**src/rtl/even_parity_pkg.sv**
```systemverilog
// Shared types and constants for the even-parity serial receiver.
package even_parity_pkg;

   typedef enum logic [1:0] {IDLE, DATA, PARITY, STOP} state_t;

   localparam logic START_BIT  = 1'b0;
   localparam logic STOP_BIT   = 1'b1;
   localparam logic IDLE_LEVEL = 1'b1;

   // Counter must be able to hold DATA_W itself, not just DATA_W-1.
   function automatic int bit_cnt_width(input int data_w);
      return $clog2(data_w + 1);
   endfunction

endpackage

```
**src/rtl/parity_acc.sv**
```systemverilog
// 1-bit XOR accumulator with synchronous clear and enable.
module parity_acc (
   input  logic clk,
   input  logic rst,
   input  logic clr,
   input  logic en,
   input  logic din,
   output logic acc
);

   always_ff @(posedge clk) begin
      if (rst || clr) begin
         acc <= 1'b0;
      end else if (en) begin
         acc <= acc ^ din;
      end
   end

endmodule

```
**src/rtl/even_parity_rx.sv**
```systemverilog
// Serial frame receiver with even-parity and stop-bit checking.
// Optional saturating parity-error counter enabled by EVEN_PARITY_ERR_CNT_EN.
module even_parity_rx
   import even_parity_pkg::*;
#(
   parameter int DATA_W = 8,
   parameter int CNT_W  = 8
) (
   input  logic              clk,
   input  logic              rst,
   input  logic              rx_valid,
   input  logic              rx_bit,
   output logic [DATA_W-1:0] data_out,
   output logic              data_valid,
   output logic              parity_err,
   output logic              frame_err,
   output logic              busy,
   output logic [CNT_W-1:0]  err_cnt
);

   localparam int CW = bit_cnt_width(DATA_W);

   state_t            state_reg;
   logic [CW-1:0]     cnt_reg;
   logic [DATA_W-1:0] shift_reg;
   logic              perr_n_reg;
   logic              acc;
   logic              acc_clr;
   logic              acc_en;

   assign acc_clr = rx_valid && (state_reg == IDLE) && (rx_bit == START_BIT);
   assign acc_en  = rx_valid && (state_reg == DATA);
   assign busy    = (state_reg != IDLE);

   parity_acc u_parity_acc (
      .clk (clk),
      .rst (rst),
      .clr (acc_clr),
      .en  (acc_en),
      .din (rx_bit),
      .acc (acc)
   );

   always_ff @(posedge clk) begin
      if (rst) begin
         state_reg  <= IDLE;
         cnt_reg    <= '0;
         shift_reg  <= '0;
         perr_n_reg <= 1'b0;
         data_out   <= '0;
         data_valid <= 1'b0;
         parity_err <= 1'b0;
         frame_err  <= 1'b0;
      end else begin
         data_valid <= 1'b0;
         if (rx_valid) begin
            case (state_reg)
               IDLE: begin
                  if (rx_bit == START_BIT) begin
                     cnt_reg   <= '0;
                     state_reg <= DATA;
                  end
               end
               DATA: begin
                  for (int i = 0; i < DATA_W; i++) begin
                     if (cnt_reg == CW'(i)) shift_reg[i] <= rx_bit;
                  end
                  cnt_reg <= cnt_reg + CW'(1);
                  if (cnt_reg == CW'(DATA_W - 1)) state_reg <= PARITY;
               end
               PARITY: begin
                  perr_n_reg <= acc ^ rx_bit;
                  state_reg  <= STOP;
               end
               STOP: begin
                  // Outputs change only here so they stay stable between frames.
                  data_out   <= shift_reg;
                  parity_err <= perr_n_reg;
                  frame_err  <= (rx_bit != STOP_BIT);
                  data_valid <= 1'b1;
                  state_reg  <= IDLE;
               end
               default: state_reg <= IDLE;
            endcase
         end
      end
   end

`ifdef EVEN_PARITY_ERR_CNT_EN
   logic [CNT_W-1:0] err_cnt_reg;

   // Counted on the stop edge so err_cnt moves together with data_valid.
   always_ff @(posedge clk) begin
      if (rst) begin
         err_cnt_reg <= '0;
      end else if (rx_valid && (state_reg == STOP) && perr_n_reg && (err_cnt_reg != '1)) begin
         err_cnt_reg <= err_cnt_reg + CNT_W'(1);
      end
   end

   assign err_cnt = err_cnt_reg;
`else
   assign err_cnt = '0;
`endif

endmodule

```
**config.mk**
```make
export PLATFORM = sky130hd
export DESIGN_NAME = even_parity_rx
export DESIGN_NICKNAME = d
export VERILOG_FILES = /design/src/rtl/even_parity_pkg.sv /design/src/rtl/parity_acc.sv /design/src/rtl/even_parity_rx.sv
export SDC_FILE = /design/constraint.sdc
export NUM_CORES = 1
export LEC_CHECK = 0
export CAP_MARGIN = 20
export CORE_UTILIZATION = 25
export CTS_CLUSTER_DIAMETER = 120
export DETAILED_ROUTE_END_ITERATION = 10
export SLEW_MARGIN = 20
export SYNTH_ARGS = -nofsm -noshare
export SYNTH_HDL_FRONTEND = slang
export SYNTH_SLANG_ARGS = --single-unit
```
**constraint.sdc**
```tcl
create_clock -name clk -period 2.93 [get_ports clk]
set_input_delay 0.879 -clock clk [delete_from_list [all_inputs] [get_ports clk]]
set_output_delay 0.879 -clock clk [all_outputs]
set_load 0.02 [all_outputs]
```
==> impl_metrics.ini <==
[run_status]
status = completed

[floorplan]
core_sq_mm = 0.00511
rows = 26
die_y_microns = 74.8
die_area_sq_mm = 0.00560
initial_core_util_pct = 25.9
die_w_microns = 74.8
io_pins = 24

[layout]
fill_cells = 560
drive_above_1_share_pct = 7.60
diodes = 0
final_nets = 185
areaGrowthSynthToFinish_pct = 16.4
final_area_sq_mm = 0.00154

[power]
powerDensity_mw_per_mm2 = 443
switchingPower_uw = 182
power.share.sequential_pct = 55.2
share_comb_of_total_power_pct = 12.7
p_int_uw = 501
switching_share_pct = 26.7
ir_drop_v = 0.000246
clock_power_share_pct = 32.1
p_leak_nw = 0.539

[run]
drv_cap = 0

[global_routing]
met1_usage_pct = 12.1
gr-max-usage-layer = met2
grt.met3_usage_pct = 3.21
track_usage_pct = 9.84
grt_pass1_wl_microns = 4130
antenna_found_initial = 0
first_global_vias = 908
grt_max_degree = 21
grt-ovfl-total = 0
grtUsageMet2_pct = 16.3

[sta]
worst_slew_pin_slew_ns = 0.756
skew_ns = 0.00144
tns_ns = 0
setup_violations = 0
hold_viol = 0
post-route-period-util_pct = 87.7
rsz0062_at_grt = no
max_freq_ghz = 0.389
slew_headroom_pct = 49.4
finalMaxSlewViolations = 0
period_minus_slack_ns = 2.57

[route]
viasPerCell = 4.22
drtAntennaViolNets = 0
drt_iter0_markers = 63
vias = 1018
wire_per_inst_microns = 10.0
dr.pass1.iters = 4
routed_wl_microns = 2420
drc = 0

[synth]
yosysUniqueCellTypes = 31
yosys.area.top_type = dfxtp_1
synth_edf_count = 0
yosys-top-cells-area = dfxtp_1 (41%), nand2_1 (10%), ha_1 (8.5%), a21oi_1 (7.6%), buf_4 (5.7%)
synth_common_cells = nand2_1 (37), dfxtp_1 (27), a21oi_1 (20), buf_4 (10), nor2_1 (10)
yosys_warnings = 0
ys_ff_latch = 27
synthArstFlopShare_pct = 0
synth_top_area_share_pct = 40.8
synth.most_common_cell = nand2_1
ys_seq_area_share_pct = 40.8
syn-instance-count = 160
avgSynthCellArea_sq_um = 8.28
syn_area_sq_mm = 0.00133
synthFlopType = dfxtp_1

[placed_design]
place_area_sq_mm = 0.00149
post-dp-hpwl_microns = 1770
place_congestion = 0.765
portBuffers = 15

[clock_tree]
clk_path_buf_depth = 2
cts.htree.levels = 1
clkLatencyLatePin_ns = 0.27
cts_buffers = 3
path_clk_slew_ns = 0.10
root_buffer = clkbuf_8
cts_setup_buffers = 0
cts_sinks = 27
cts_hold_buf = 0
cts-resized-gates = 0
cts_tree = built

[critical_path]
reg2regPathDepth = 6
cp.arrival_ns = 1.69
required_ns = 2.05
crit_path_frequent_cell = inv_1
crit_type = flip-flop to output pin
worstPathCellList = inv_1, ha_1, inv_1, clkdlybuf4s50_1
cpMaxStageDelayCell = clkdlybuf4s50_1
start_kind = flip-flop
slowest_delay_ns = 0.59
critPathCaptureType = output pin
cp_max_fo = 5

[hold_path]
hold_path_class = flip-flop to flip-flop
min_path_cells = 2
[cells in the final DEF, fill, tap and decap left out, drive strengths merged, types with 3 or more instances in the layout]
cell / netlist / routed
a21oi: 20 / 20
buf: 15 / 3
clkbuf: 3 / 3
clkdlybuf4s50: 0 / 15
conb: 1 / 8
dfxtp: 27 / 27
ha: 9 / 9
inv: 6 / 6
nand2: 37 / 37
nand3: 9 / 9
nor2: 10 / 10
[routing by layer]
metal | wire length (microns) | vias up
met5 | 0 | -
met4 | 23 | 0
met1 | 1200 | 465
met2 | 1080 | 21
li1 | - | 530
met3 | 110 | 2
[through the flow]
step	setup slack, ns	power [mW]	hold WS [ns]	instances	utilization, %
final	0.361	0.683	0.458	241	30.2
after detailed placement	0.392	0.473	0.448	237	29.3
after global placement	0.441	0.472	0.443	237	29.3
after global routing	0.275	0.714	0.476	241	30.2
after floorplan	1.23	0.462	0.432	167	-
after CTS	0.341	0.691	0.462	241	30.2
[logic make-up after synthesis]
kind of cell,count (synthesis),share of synthesized area [%]
AOI/OAI and AO/OA,31,15.4
xor gates and xnor gates,3,1.98
adders and majority gates,9,8.50
buffers and inverters,24,10.6
DFF,27,40.8
muxes,2,1.51
other,1,0.283
and+or+nand+nor,63,21.0
[worst paths after layout]
check / startpoint / to / slack [ns]
max reg2reg: state_reg[0] / state_reg[1] / 1.34
min reg2reg: data_out[3] / data_out[3] / 0.46
min: data_out[3] / data_out[3] / 0.46
max: state_reg[0] / busy / 0.36
[area by class of cell]
class	instances	area (sq um)	share of cell area, %
repair buffers	18	173	11.2
inverters	6	22.5	1.46
multi-input cells	116	671	43.5
flip-flops and latches	27	541	35.0
clock buffers	3	41.3	2.68
well taps	70	87.6	5.68
clock inverters	1	7.51	0.487
[worst max-delay path, delay by kind of cell, from the launching register on]
kind	cells	cell delay [ns]
flip-flops	1	0.39
buffers and inverters	3	0.76
adder cells (fa/ha/maj)	1	0.26
[power by group through the flow]
stage	sequential, mW	combinational (mW)	clock, mW
floorplan	0.385	0.0774	0
global placement	0.386	0.0864	0
detailed placement	0.386	0.0873	0
CTS	0.377	0.0875	0.226
global route	0.378	0.0980	0.238
finish	0.377	0.0870	0.219
Note: power is estimated with default switching activity, not from simulation.
